<file path="src/rtl/event_counter_bank.sv">
// Multi-channel event counter bank with an atomic snapshot that is drained
// one channel per accepted beat over a valid/ready stream.
module event_counter_bank #(
   parameter int WIDTH         = 16,
   parameter int CHANNELS      = 4,
   parameter bit SATURATE      = 1'b0,
   parameter bit CLEAR_ON_SNAP = 1'b0,
   localparam int CW           = (CHANNELS > 1) ? $clog2(CHANNELS) : 1
) (
   input  logic                clock,
   input  logic                reset_n,
   input  logic [CHANNELS-1:0] inc,
   input  logic [CHANNELS-1:0] clear,
   input  logic                snap_req,
   output logic                busy,
   output logic                out_valid,
   input  logic                out_ready,
   output logic [CW-1:0]       out_chan,
   output logic [WIDTH-1:0]    out_count,
   output logic                out_ovf,
   output logic [CHANNELS-1:0] ovf
);

   localparam logic [WIDTH-1:0] MAX = '1;

   typedef enum logic {IDLE, DRAIN} state_t;

   state_t              state;
   logic [WIDTH-1:0]    count      [CHANNELS];
   logic [WIDTH-1:0]    snap_count [CHANNELS];
   logic [CHANNELS-1:0] snap_ovf;
   logic [CW-1:0]       next_chan;
   logic                capture;

   assign capture   = (state == IDLE) && snap_req;
   assign next_chan = out_chan + CW'(1);

   // Clear wins over increment, but a same-cycle event still counts as the
   // first event of the new period.
   always_ff @(posedge clock or negedge reset_n) begin
      if (!reset_n) begin
         for (int i = 0; i < CHANNELS; i++) count[i] <= '0;
         ovf <= '0;
      end else begin
         for (int i = 0; i < CHANNELS; i++) begin
            if (clear[i] || (CLEAR_ON_SNAP && capture)) begin
               count[i] <= {{(WIDTH-1){1'b0}}, inc[i]};
               ovf[i]   <= 1'b0;
            end else if (inc[i]) begin
               if (count[i] != MAX) begin
                  count[i] <= count[i] + WIDTH'(1);
               end else begin
                  ovf[i] <= 1'b1;
                  if (!SATURATE) count[i] <= '0;
               end
            end
         end
      end
   end

   // Capture reads pre-edge counts, so the snapshot excludes this cycle's events.
   always_ff @(posedge clock or negedge reset_n) begin
      if (!reset_n) begin
         state     <= IDLE;
         busy      <= 1'b0;
         out_valid <= 1'b0;
         out_chan  <= '0;
         out_count <= '0;
         out_ovf   <= 1'b0;
         snap_ovf  <= '0;
         for (int i = 0; i < CHANNELS; i++) snap_count[i] <= '0;
      end else begin
         case (state)
            IDLE: begin
               if (snap_req) begin
                  for (int i = 0; i < CHANNELS; i++) snap_count[i] <= count[i];
                  snap_ovf  <= ovf;
                  out_count <= count[0];
                  out_ovf   <= ovf[0];
                  out_chan  <= '0;
                  busy      <= 1'b1;
                  out_valid <= 1'b1;
                  state     <= DRAIN;
               end
            end
            DRAIN: begin
               if (out_ready) begin
                  if (out_chan == CW'(CHANNELS - 1)) begin
                     busy      <= 1'b0;
                     out_valid <= 1'b0;
                     out_chan  <= '0;
                     state     <= IDLE;
                  end else begin
                     out_chan  <= next_chan;
                     out_count <= snap_count[next_chan];
                     out_ovf   <= snap_ovf[next_chan];
                  end
               end
            end
            default: state <= IDLE;
         endcase
      end
   end

endmodule

</file>
<file path="config.mk">
export PLATFORM = sky130hd
export DESIGN_NAME = event_counter_bank
export DESIGN_NICKNAME = d
export VERILOG_FILES = /design/src/rtl/event_counter_bank.sv
export SDC_FILE = /design/constraint.sdc
export NUM_CORES = 1
export LEC_CHECK = 0
export CAP_MARGIN = 20
export CORE_ASPECT_RATIO = 0.75
export CORE_MARGIN = 5
export CORE_UTILIZATION = 35
export CTS_CLUSTER_DIAMETER = 30
export DETAILED_ROUTE_END_ITERATION = 10
export MAX_ROUTING_LAYER = met4
export REMOVE_ABC_BUFFERS = 1
export SETUP_SLACK_MARGIN = 0.15
export SLEW_MARGIN = 20
export SYNTH_ARGS = -nofsm -noshare
export SYNTH_HDL_FRONTEND = slang
export SYNTH_SLANG_ARGS = --single-unit
</file>
<file path="constraint.sdc">
create_clock -name clock -period 2.4 [get_ports clock]
set_input_delay 0.48 -clock clock [delete_from_list [all_inputs] [get_ports clock]]
set_output_delay 0.48 -clock clock [all_outputs]
set_load 0.05 [all_outputs]
</file>
### Word level (Yosys, flattened, before mapping)

Index checks and enable logic that the tools add are counted.

* input port bits: 12
* register bits after elaboration: 157

* reductions and logical operators: 12
* equal/unequal tests: 13
* $lt $le $gt $ge: 2
* bitwise operators: 2
* $add $sub $neg: 5
* mux-type cells: 49

Operator list (count)
* 16-bit 2-to-1 mux: 17
* 16-bit by 1-bit adder with 16-bit output, second input constant: 4
* 16-bit != test, second input constant: 4
* 16-bit binary-select mux with 2-bit select: 1
* 16-bit case mux with 2 select lines: 1
* 1-bit 2-to-1 mux: 22
* 2-bit != test, second input constant: 7
* 2-bit AND reduction: 6
* 2-bit nonzero test: 4
* 2-bit 2-to-1 mux: 3
* 1-bit case mux with 2 select lines: 3
* 3-bit AND reduction: 2
* 2-bit case mux with 2 select lines: 1
* 3-bit >= comparator, second input constant: 1
* 2-bit by 3-bit < comparator with 1-bit output, second input constant: 1
* 2-bit NOT with 3-bit output: 1
* 2-bit by 1-bit adder with 2-bit output, second input constant: 1
* 1-bit binary-select mux with 2-bit select: 1
* 2-bit == test, second input constant: 1
* 2-bit by 1-bit != test with 1-bit output, second input constant: 1
* 1-bit NOT: 1

### Depth between registers and ports, before layout

Gate-level depths: netlist of run 1.

* word-level depth: 8
* gate-level depth with buffers: 6
* gate-level depth less buffers: 5

### Least setup slack after synthesis of run 1

No wires, ideal clock.

* path kind: register to register
* start: register out_chan[0]
* end: register out_count[12]
* stages on the path, launching flop included: 6
* arrival: 2.018 ns
* library setup time: 0.136 ns
* setup slack: 0.246 ns
* data required time: 2.264 ns
* buffers on the path: 2
* path through: dfrtp_1 buf_2 buf_2 mux4_2 mux2i_1 o21ai_0

* word-level cells in the longest chain between the ends: 8

Ends and longest elaborated chain
* from (decl): RTL line 18 `output logic [CW-1:0] out_chan,`
* from (signal assigned): RTL line 94 `out_chan <= next_chan;`
* 2-bit by 1-bit adder with 2-bit output: RTL line 36 `assign next_chan = out_chan + CW'(1);`
* 2-bit NOT with 3-bit output (implied by the code): RTL line 95 `out_count <= snap_count[next_chan];`
* 16-bit binary-select mux with 2-bit select: RTL line 95
* 16-bit 2-to-1 mux (implied by the code) (2 in a row): RTL line 95
* 16-bit 2-to-1 mux: RTL line 88 `if (out_chan == CW'(CHANNELS - 1)) begin`
* 16-bit 2-to-1 mux: RTL line 87 `if (out_ready) begin`
* 16-bit case mux with 2 select lines: RTL line 73 `case (state)`
* to (signal assigned): RTL line 78 `out_count <= count[0];`
* to (signal assigned): RTL line 95
* to (decl): RTL line 19 `output logic [WIDTH-1:0] out_count,`

Several ways; a longest one is shown, not always the timed one. The select of a mux whose other input is x is not followed.
A chain may end at the register's enable or synchronous reset.

### Worst setup path after layout of run 1

* start: register ovf[0]
* end: output port ovf[0]

RTL lines
* from (decl): RTL line 21 `output logic [CHANNELS-1:0] ovf`
* from (signal assigned): RTL line 43 `ovf <= '0;`
* from (signal, indexed assignment): RTL line 48 `ovf[i] <= 1'b0;`
* from (signal, indexed assignment): RTL line 53 `ovf[i] <= 1'b1;`

No word-level cell between the ends.

==> reports/metrics.csv, run 1 <==
metric,value,unit
status,finished clean,
num_rows,46,
grt-ovfl-total,0,
netlist_area,7360,um^2
setup_violations,0,
antenna_cells,0,
clk_latency,0.42,ns
clockBufferDepth,2,
initial_utilization,0.352,
syn_area_per_cell,11.7,um^2
finalInstanceArea,8780,um^2
path_max_fanout,4,
dpl_cell_area,8140,um^2
multiInputGateArea,3260,um^2
drt_iter0_markers,346,
worstPathArrival,1.64,ns
synthFlopType,dfrtp_1,
hp-class,in2async,
clk_pin_slew,0.06,ns
yosysUniqueCellTypes,52,
io_pins,37,
synth_top_area_frac,0.534,
synthToLayoutAreaGrowth,19.4,%
grt_setup_unrepaired,false,
pre_cts_ws,0.148,ns
cts_made_buffers,17,
maxSlewHeadroom,0.583,
grt_max_degree,75,
grt_pass1_vias,4999,
gp_congestion,0.839,
num_vias,4995,
crit_family,buffers and inverters,
startpoint_type,register,
max_cap_viol_count,0,
cp.buffers_inverters,1,
leakagePower,3.91,nW
hold_ws,0.0426,ns
cp_slowest_cell,clkdlybuf4s50_1,
skew,0.00707,ns
yosys.area.top_type,dfrtp_1,
min_period,2.12,ns
synth_area_leaders,"dfrtp_1 (53%), mux2_2 (9.6%), mux4_2 (5.2%), nor2_1 (3.4%), xnor2_1 (3.0%)",
gr-max-usage-layer,met1,
synth_edf_count,0,
cpPeakStageDelay,0.82,ns
groute.usage.overall,0.155,
max_freq,0.471,GHz
fillers,1939,
worst_slack,0.278,ns
first_pass_iters,5,
io_buffers,36,
die_width,177,um
ys_seq_area_frac,0.534,
synth_most_common_cell,dfrtp_1,
path_cells,clkdlybuf4s50_1,
drc_errors,0,
ys_seq_elements,157,
finalCritPeriodShare,0.884,
synth_cells,630,
hold_viol_final,0,
tightest_slew,0.625,ns
met2_usage,0.206,
die_h,136,um
peakVddDrop,0.455,mV
die_area,24100,um^2
clock-sinks,157,
power_density,872,nW/um^2
drive_gt1_frac,0.215,
fin_cells,972,
htreeDepth,4,
wl_per_cell,17.5,um
cts_tree,yes,
p_total,0.00766,W
core_area,20900,um^2
cts_root_buffer,clkbuf_16,
groute.layer.met3.usage,0.0388,
met1_usage,0.236,
required,1.92,ns
endpoint_kind,primary output,
grt_pass1_wl,28.2,mm
dp_hpwl,12.2,mm
postRouteAntennaNets,0,
yosys_warnings,0,
routed_wl,17.0,mm
avgViaCountPerCell,5.14,
register_area,3930,um^2
dp_cells,941,
postSynth.asyncResetShare,1.00,
setup.worst_path.class,reg2out,
synth.top_cells.by_count,"dfrtp_1 (157), nor2_1 (67), mux2_2 (63)",
post-cts-setup-buffers,0,
antenna_found_initial,0,
slew_violations,0,
final_nets,689,
-- metal layers --
metal,vias up,wire (um)
li1,2347,-
met1,2515,8820
met2,119,7150
met3,14,895
met4,0,135
met5,-,0
-- registers in the layout, indices dropped and copies added (netlist names) --
register and count:
count 64, out_chan 2, out_count 16, out_ovf 1
out_valid 1, ovf 4, snap_count 64, snap_ovf 4
state 1
-- worst paths after layout --
path | start | to | slack (ns) | cells past startpoint
setup reg to reg | count[0] | count[14] | 0.46 | 5
setup / recovery | ovf[0] | ovf[0] | 0.28 | 1
max in group asynchronous | reset_n | snap_count[47] | 1.67 | 2
hold reg to reg | out_count[6] | out_count[6] | 0.48 | 2
min in group clock | out_count[6] | out_count[6] | 0.48 | 2
hold / removal | reset_n | out_chan[1] | 0.04 | 1
-- final cells by class --
type | count | share of cell area
clock buffer | 19 | 0.0516
multi-input combinational | 433 | 0.371
tap | 288 | 0.0410
clock inverter | 12 | 0.0219
sequential | 157 | 0.447
inverter | 6 | 0.00256
timing repair buffer | 57 | 0.0645
-- layout by cell type (no fill, tap or decap), types with 11 or more instances in the layout --
cell / instances
xor2_1: 22
mux2_2: 63
dfrtp_1: 157
nand3_1: 18
clkbuf_16: 17
nor4_1: 11
a21oi_1: 16
nand4_1: 17
nor2_1: 67
mux2i_1: 17
o21ai_0: 30
nand2_1: 49
mux4_2: 17
clkdlybuf4s50_1: 34
buf_4: 18
xnor2_1: 25
-- where the power goes --
| group | leakage, nW | switching, W | internal (W) |
|---|---|---|---|
| clock | 0.311 | 0.00106 | 0.00189 |
| combinational | 1.44 | 0.000965 | 0.000689 |
| sequential | 2.16 | 0.000205 | 0.00286 |
-- stage by stage --
step | util | TNS, ns
after floorplan | - | -80.67
after global placement | 0.389 | 0
after detailed placement | 0.389 | 0
after CTS | 0.420 | 0
after global routing | 0.420 | 0
final | 0.420 | 0
-- logic make-up (layout without fill, tap and decap cells) --
group           after synthesis  in the layout  synth area share
xor+xnor                     47             47            0.0559
flops                       157            157             0.534
compound gates               77             77            0.0670
fa+ha+maj                     5              5           0.00850
simple gates                207            207             0.139
buf+inv                      40             94            0.0236
mux                          97             97             0.172
-- timing repair --
item | CTS | global route
endpoints found under the setup margin | 0 | 14
hold endpoints to repair | 0 | 0
hold buffers | 0 | 0
gates resized for setup | 0 | 1
Power figures use the tool's default switching activity.
==> run 2, diff against run 1 <==
- ABC_CLOCK_PERIOD_IN_PS: default -> 2300
- CTS_BUF_LIST: default -> sky130_fd_sc_hd__clkbuf_4 sky130_fd_sc_hd__clkbuf_8
- clock period: 2.4 -> 2.3 ns (I/O delays scaled with it)
==> reports/metrics.csv, run 2 (synthesized netlist as in run 1, its figures left out) <==
metric,value,unit
endpoint_kind,primary output,
grt_pass1_vias,4905,
worstPathArrival,1.62,ns
r2r_slack,0.30,ns
fillers,1995,
finalCritPeriodShare,0.904,
dp_cells,942,
setup.worst_path.class,reg2out,
cts_root_buffer,clkbuf_8,
p_switching,0.00227,W
wl_per_cell,17.4,um
max_freq,0.481,GHz
die_area,24100,um^2
cpPeakStageDelay,0.81,ns
peakVddDrop,0.371,mV
post-cts-setup-buffers,0,
core_area,20900,um^2
leakagePower,3.87,nW
die_width,177,um
cts_tree,yes,
crit_family,buffers and inverters,
cp_slowest_cell,clkdlybuf4s50_1,
tightest_slew,0.650,ns
clk_pin_slew,0.09,ns
antenna_found_initial,2,
path_max_fanout,2,
fin_cells,975,
postRouteAntennaNets,0,
num_rows,46,
maxSlewHeadroom,0.566,
final_cell_mix,"dfrtp_1 (157), nor2_1 (67), mux2_2 (63), nand2_1 (49), o21ai_0 (30)",
routed_wl,17.0,mm
io_pins,37,
io_buffers,36,
r2r_end,count[10],
clockBufferDepth,2,
r2r-start,count[0],
hold_viol_final,0,
slew_violations,0,
clk_latency,0.45,ns
num_vias,5071,
skew,0.0148,ns
die_h,136,um
required,1.84,ns
hp-class,in2async,
pwr-share-clk,0.292,
power_density,812,nW/um^2
finalInstanceArea,8570,um^2
worst_slack,0.221,ns
max_cap_viol_count,0,
grt_pass1_wl,27.9,mm
final_common_cell,dfrtp_1,
startpoint_type,register,
initial_utilization,0.352,
cp.buffers_inverters,1,
p_total,0.00695,W
htreeDepth,4,
dpl_cell_area,8160,um^2
p_int,0.00468,W
setup_violations,0,
first_pass_iters,5,
drive_gt1_frac,0.220,
drt_iter0_markers,415,
reg2reg_depth,6,
grt_setup_unrepaired,true,
path_cells,clkdlybuf4s50_1,
dp_hpwl,12.3,mm
groute.usage.overall,0.153,
pwr-share-seq,0.458,
reg.largest.list,"count: 64 flops, snap_count: 64 flops, out_count: 16 flops",
clock-sinks,157,
multiInputGateArea,3270,um^2
grt-ovfl-total,0,
avgViaCountPerCell,5.20,
cts_made_buffers,17,
status,finished clean,
drc_errors,0,
p_sw_frac,0.327,
final_nets,691,
register_area,3930,um^2
final_util,0.410,
min_period,2.08,ns
antenna_cells,0,
synthToLayoutAreaGrowth,16.4,%
pwr-share-comb,0.250,
gp_congestion,0.875,
pre_cts_ws,-0.000582,ns
grt_max_degree,84,
==> run 2: routing by layer <==
metal | track usage | up-vias | routed length, um
li1 | - | 2350 | -
met1 | 0.232 | 2569 | 8620
met2 | 0.206 | 133 | 7150
met3 | 0.0360 | 19 | 1030
met4 | 0.0374 | 0 | 184
met5 | - | - | 0
==> run 2: power groups by stage <==
stage	Clock, W	Sequential (W)	Combinational, W
5_1_grt	0.00222	0.00322	0.00187
3_5_place_dp	0	0.00325	0.00179
3_3_place_gp	0	0.00323	0.00174
6_report	0.00203	0.00319	0.00174
4_1_cts	0.00209	0.00319	0.00179
2_1_floorplan	0	0.00350	0.000802
==> run 2: area by class of cell <==
| cell class | instances | share of cell area |
|---|---|---|
| inverter | 6 | 0.00263 |
| sequential | 157 | 0.459 |
| tap | 288 | 0.0421 |
| clock buffer | 18 | 0.0282 |
| clock inverter | 14 | 0.0169 |
| multi-input combinational | 433 | 0.382 |
| timing repair buffer | 59 | 0.0698 |
==> run 2: how the worst max path moves through the flow <==
stage | start | end | slack, ns | cells after the start
6_report | out_count[11] | out_count[11] | 0.22 | 1
3_3_place_gp | clear[2] | count[31] | 0.09 | 5
4_1_cts | out_valid | out_valid | 0.16 | 1
5_1_grt | count[0] | count[10] | 0.15 | 6
3_5_place_dp | clear[3] | count[14] | -0.0006 | 5
2_1_floorplan | state | out_count[0] | -1.44 | 3
==> run 2: through the flow <==
step | TNS [ns] | hold slack (ns)
final | 0 | 0.354
after global routing | 0 | 0.347
after CTS | 0 | 0.344
after detailed placement | -0.000582 | 0.255
after global placement | 0 | 0.256
after floorplan | -89.27 | 0.164
==> run 2: what timing repair did <==
action / in CTS / in global routing
setup endpoints to repair: 19 / 17
resized for setup: 6 / 5
cloned: 0 / 0
hold buffers: 1 / 0
hold endpoints to repair: 3 / 0
pin swaps: 0 / 1
==> patch 1: new RTL, settings of run 2 <==
Change the parameter `SATURATE` from 1'b0 to 1'b1.
--- a/src/rtl/event_counter_bank.sv
+++ b/src/rtl/event_counter_bank.sv
@@ -5,3 +5,3 @@
    parameter int CHANNELS      = 4,
-   parameter bit SATURATE      = 1'b0,
+   parameter bit SATURATE      = 1'b1,
    parameter bit CLEAR_ON_SNAP = 1'b0,
Function: no difference found for any inputs over 4 cycles, from zero or initial values and one cycle with reset_n low; that may be too few to reach the edited logic, so the function may still have changed.
==> patch 1 against run 2 <==
Synthesized area rose by 4.9%. Via count is 9.4% higher. Global-route usage decreased by 0.51 points. Worst setup slack lost 5.7 ps. Design area increased by 5.1%. Power grew 2.7%. Wire length is 5.2% higher. Sequential cell count is the same. Utilization increased by 0.15 points. Sequential power down 1%. Synthesized cell count rose by 9.2%. Die area grew 4.6%. Critical path type unchanged. Highest routed layer unchanged.
==> patch 1: results (changes against run 2) <==
Outcome
  • Status: complete, no violations

Route
  • Via-per-instance ratio: 5.35 (+2.8%)
  • Via count: 5550 (+9.4%)
  • Met2 WL: 7.76 mm (+8.5%)
  • Met3 WL post-DR: 582 um (-44%)
  • WL met1: 9.42 mm (+9.3%)

Placed design
  • Pre-CTS setup slack: 57.1 ps (+57.7 ps)
  • Post-Place Cells: 1004 (+6.6%)
  • Dpl cell area: 8570 um2 (+5.0%)
  • DPL Wire Length: 12.6 mm (+3.1%)
  • Final Wtd Congestion: 0.805 (-8.1%)

Pwr
  • Static leakage: 4.09 nW (+5.6%)
  • Worst ir drop on vdd: 0.000438 V (+18%)
  • Sw Share: 0.326 (-0.00121)

Global routing
  • GRT met1 Usage: 0.227 (-0.00460)
  • Met2 usage: 0.200 (-0.00579)
  • First-pass GRT wire length: 29.1 mm (+4.4%)
  • Vias in the first global route: 5232 (+6.7%)
  • Total track usage: 0.148 (-0.00508)
  • Initial antenna violation count: 0 (-2)
  • Met3 GRT Util: 0.0322 (-0.00374)
  • Largest net degree at the start of global routing: 64 (-24%)

Logic synthesis
  • Top post-synthesis cells by count: 157 x dfrtp_1, 69 x mux2_2, 55 x nand2_1, 40 x a21oi_1, 39 x o21ai_0
  • Synth Area per Inst: 11.2 um2 (-3.9%)
  • Multiplexer share of the synthesized area: 0.172 (+0.000744)
  • XOR/XNOR Fraction of Synth Area: 0.00113 (-0.0548)
  • Synth Area in Adders: 0.00811 (-0.000397)
  • Synth Area in Compound Gates: 0.111 (+0.0444)
  • Register area share after synthesis: 0.509 (-0.0249)

Clock tree
  • Clock Latency Late Sink: 470 ps (+20 ps)
  • Cells resized by post-CTS repair: 8 (+2)

Timing
  • Least-Margin Pin Slew: 607 ps (-43.0 ps)
  • Setup Skew: 19.0 ps (+4.17 ps)

Final layout
  • Layout Nets: 748 (+8.2%)
  • Share of layout cells above drive strength 1: 0.220 (+0.000634)
  • Layout fillers: 2113 (+5.9%)

Min path
  • Hold WC Path Type: flip-flop to flip-flop
[patch 1: cell types whose count changed in the layout (fill, tap and decap cells not counted), sizes merged, moves of 8 or more]
| cell | before | now |
|---|---|---|
| or4 | 1 | 22 |
| clkdlybuf4s50 | 26 | 18 |
| inv | 7 | 17 |
| a21oi | 16 | 40 |
| o21ai | 30 | 40 |
| xnor2 | 25 | 0 |
| o31ai | 2 | 21 |
| nor2 | 67 | 32 |
| xor2 | 22 | 1 |
[patch 1: final timing paths]
path	startpoint	end	slack [ps]	cells past startpoint
max	out_count[14]	out_count[14]	220	1
min	snap_count[59]	snap_count[59]	480	2
max reg2reg	count[0]	count[11]	220	5
min reg2reg	snap_count[59]	snap_count[59]	480	2
max in group asynchronous	reset_n	snap_count[4]	1140	3
min in group asynchronous	reset_n	out_chan[1]	490	2
[patch 1: cell type report]
type | instances | area share
well taps | 294 | 0.0409
multi-input cells | 474 | 0.396
repair buffers | 66 | 0.0760
flip-flops and latches | 157 | 0.436
clock inverters | 13 | 0.0154
clock buffers | 19 | 0.0290
inverters | 15 | 0.00625
[patch 1: power by group through the flow]
stage | Clock (W) | Combinational (W) | Sequential, W
2_1_floorplan | 0 | 0.000824 | 0.00356
3_3_place_gp | 0 | 0.00193 | 0.00321
3_5_place_dp | 0 | 0.00194 | 0.00321
4_1_cts | 0.00216 | 0.00193 | 0.00316
5_1_grt | 0.00228 | 0.00204 | 0.00319
6_report | 0.00210 | 0.00189 | 0.00315
[patch 1: stage by stage]
| step | total power (W) | util |
|---|---|---|
| 2_1_floorplan | 0.00438 | - |
| 3_3_place_gp | 0.00514 | 0.392 |
| 3_5_place_dp | 0.00515 | 0.392 |
| 4_1_cts | 0.00724 | 0.410 |
| 5_1_grt | 0.00751 | 0.412 |
| 6_report | 0.00715 | 0.412 |
==> patch 2: new RTL, config.mk and constraints of run 2 <==
Made on the original files. Make the reset (`reset_n`) synchronous in 2 clocked blocks.
--- a/src/rtl/event_counter_bank.sv
+++ b/src/rtl/event_counter_bank.sv
@@ -39,3 +39,3 @@
    // first event of the new period.
-   always_ff @(posedge clock or negedge reset_n) begin
+   always_ff @(posedge clock) begin
       if (!reset_n) begin
@@ -61,3 +61,3 @@
    // Capture reads pre-edge counts, so the snapshot excludes this cycle's events.
-   always_ff @(posedge clock or negedge reset_n) begin
+   always_ff @(posedge clock) begin
       if (!reset_n) begin
Formal check against the unedited RTL: differs if reset_n is asserted again (counterexample within 4 cycles, from zero or initial values and one cycle with reset_n low); with reset_n held inactive, the same outputs for 10 cycles.
==> patch 2 against run 2 <==
Synthesized area grew 1.8%. Sequential cell count is the same. Wire length increased by 0.91%. Fmax is 0.21% higher. Largest cell class unchanged. Worst setup slack improved by 4.4 ps. Design area grew 0.64%. Cell count shrank 1.4%.
Power is not compared: it rests on default switching activity, and its combinational part moved more than twofold at a synthesized area within 25%.
==> patch 2: results (changes against run 2) <==
Outcome
  • Status: complete, no violations

Final layout
  • Layout Nets: 677 (-2.0%)
  • Antenna Cells: 0 (unchanged)
  • Multi-input combinational area share: 0.333 (-0.0493)
  • Buffering overhead: 0.0604 (-0.00944)
  • Share of layout cells above drive strength 1: 0.129 (-0.0905)
  • Clock Network Area Fraction: 0.0466 (+0.00145)
  • Fraction of area in registers: 0.513 (+0.0545)
  • Non-CTS buffers: 53 (-10%)
  • Util after Layout: 0.408 (-0.00186)
  • Clock buffer count: 22 (+4)
  • Layout inverter count without the clock tree: 13 (+7)
  • #MultiIn Comb: 418 (-3.5%)
  • Layout fillers: 1995 (unchanged)

Global routing
  • Vias in the first global route: 4824 (-1.7%)
  • Initial antenna violation count: 0 (-2)
  • First-pass GRT wire length: 27.3 mm (-1.9%)
  • Total track usage: 0.149 (-0.00439)
  • GRT met1 Usage: 0.221 (-0.0108)
  • Met2 usage: 0.209 (+0.00332)
  • Largest net degree at the start of global routing: 64 (-24%)

Timing
  • Max_slew headroom: 0.521 (-0.0445)
  • Setup Skew: 19.1 ps (+4.24 ps)

Logic synthesis
  • Synth Flop Type: edfxtp_1
  • Top post-synthesis cells by count: 128 x edfxtp_1, 62 x and3_1, 60 x nor2_1, 30 x a21oi_1
  • Synth Area in Adders: 0.00836 (-0.000146)
  • Post-synth EDFFs: 128 (+128)
  • Multiplexer share of the synthesized area: 0.0754 (-0.0962)
  • XOR/XNOR Fraction of Synth Area: 0.0561 (+0.000207)
  • Synth top area cells: edfxtp_1 51%, dfxtp_1 7.8%, and3_1 5.2%
  • Yosys top cell area share: 0.513 (-0.0206)
  • Post-synth cell types: 44 (-15%)
  • Register area share after synthesis: 0.591 (+0.0570)

Min path
  • Hold WC Path Type: input port to flip-flop

Floorplan
  • Die area: 24400 um2 (+1.6%)

Placed design
  • DPL Wire Length: 12.1 mm (-1.4%)
  • Buffers on Ports: 36 (unchanged)
  • Final Wtd Congestion: 0.883 (+0.85%)

Clock tree
  • Cells resized by post-CTS repair: 4 (-2)

Route
  • Drt first-iter violations: 536 (+29%)
  • WL/cell: 17.8 um (+2.4%)
  • Via-per-instance ratio: 5.24 (+0.66%)
-- patch 2: per-stage QoR --
stage | std cells | power (W) | setup TNS [ps] | worst slack (ps) | hold WS (ps)
2_1_floorplan | 588 | 0.00376 | -77260 | -839 | 433
3_3_place_gp | 929 | 0.00402 | 0 | 338 | 445
3_5_place_dp | 929 | 0.00403 | 0 | 300 | 460
4_1_cts | 961 | 0.00612 | 0 | 155 | 443
5_1_grt | 961 | 0.00632 | 0 | 159 | 450
6_report | 961 | 0.00607 | 0 | 226 | 467
-- patch 2: path summary, 6_finish.rpt --
check                                   from           end  slack (ps)  depth (start not counted)
worst min-delay path                 reset_n   out_chan[1]         470                          2
worst min register to register   snap_ovf[1]   snap_ovf[1]         470                          2
worst max-delay path            out_count[9]  out_count[9]         230                          1
worst max register to register   count[0][1]   count[0][7]         360                          5
-- patch 2: routing by layer --
metal | vias up | wire length, um
li1 | 2405 | -
met1 | 2475 | 8600
met2 | 139 | 7350
met3 | 12 | 1050
met4 | 0 | 145
met5 | - | 0
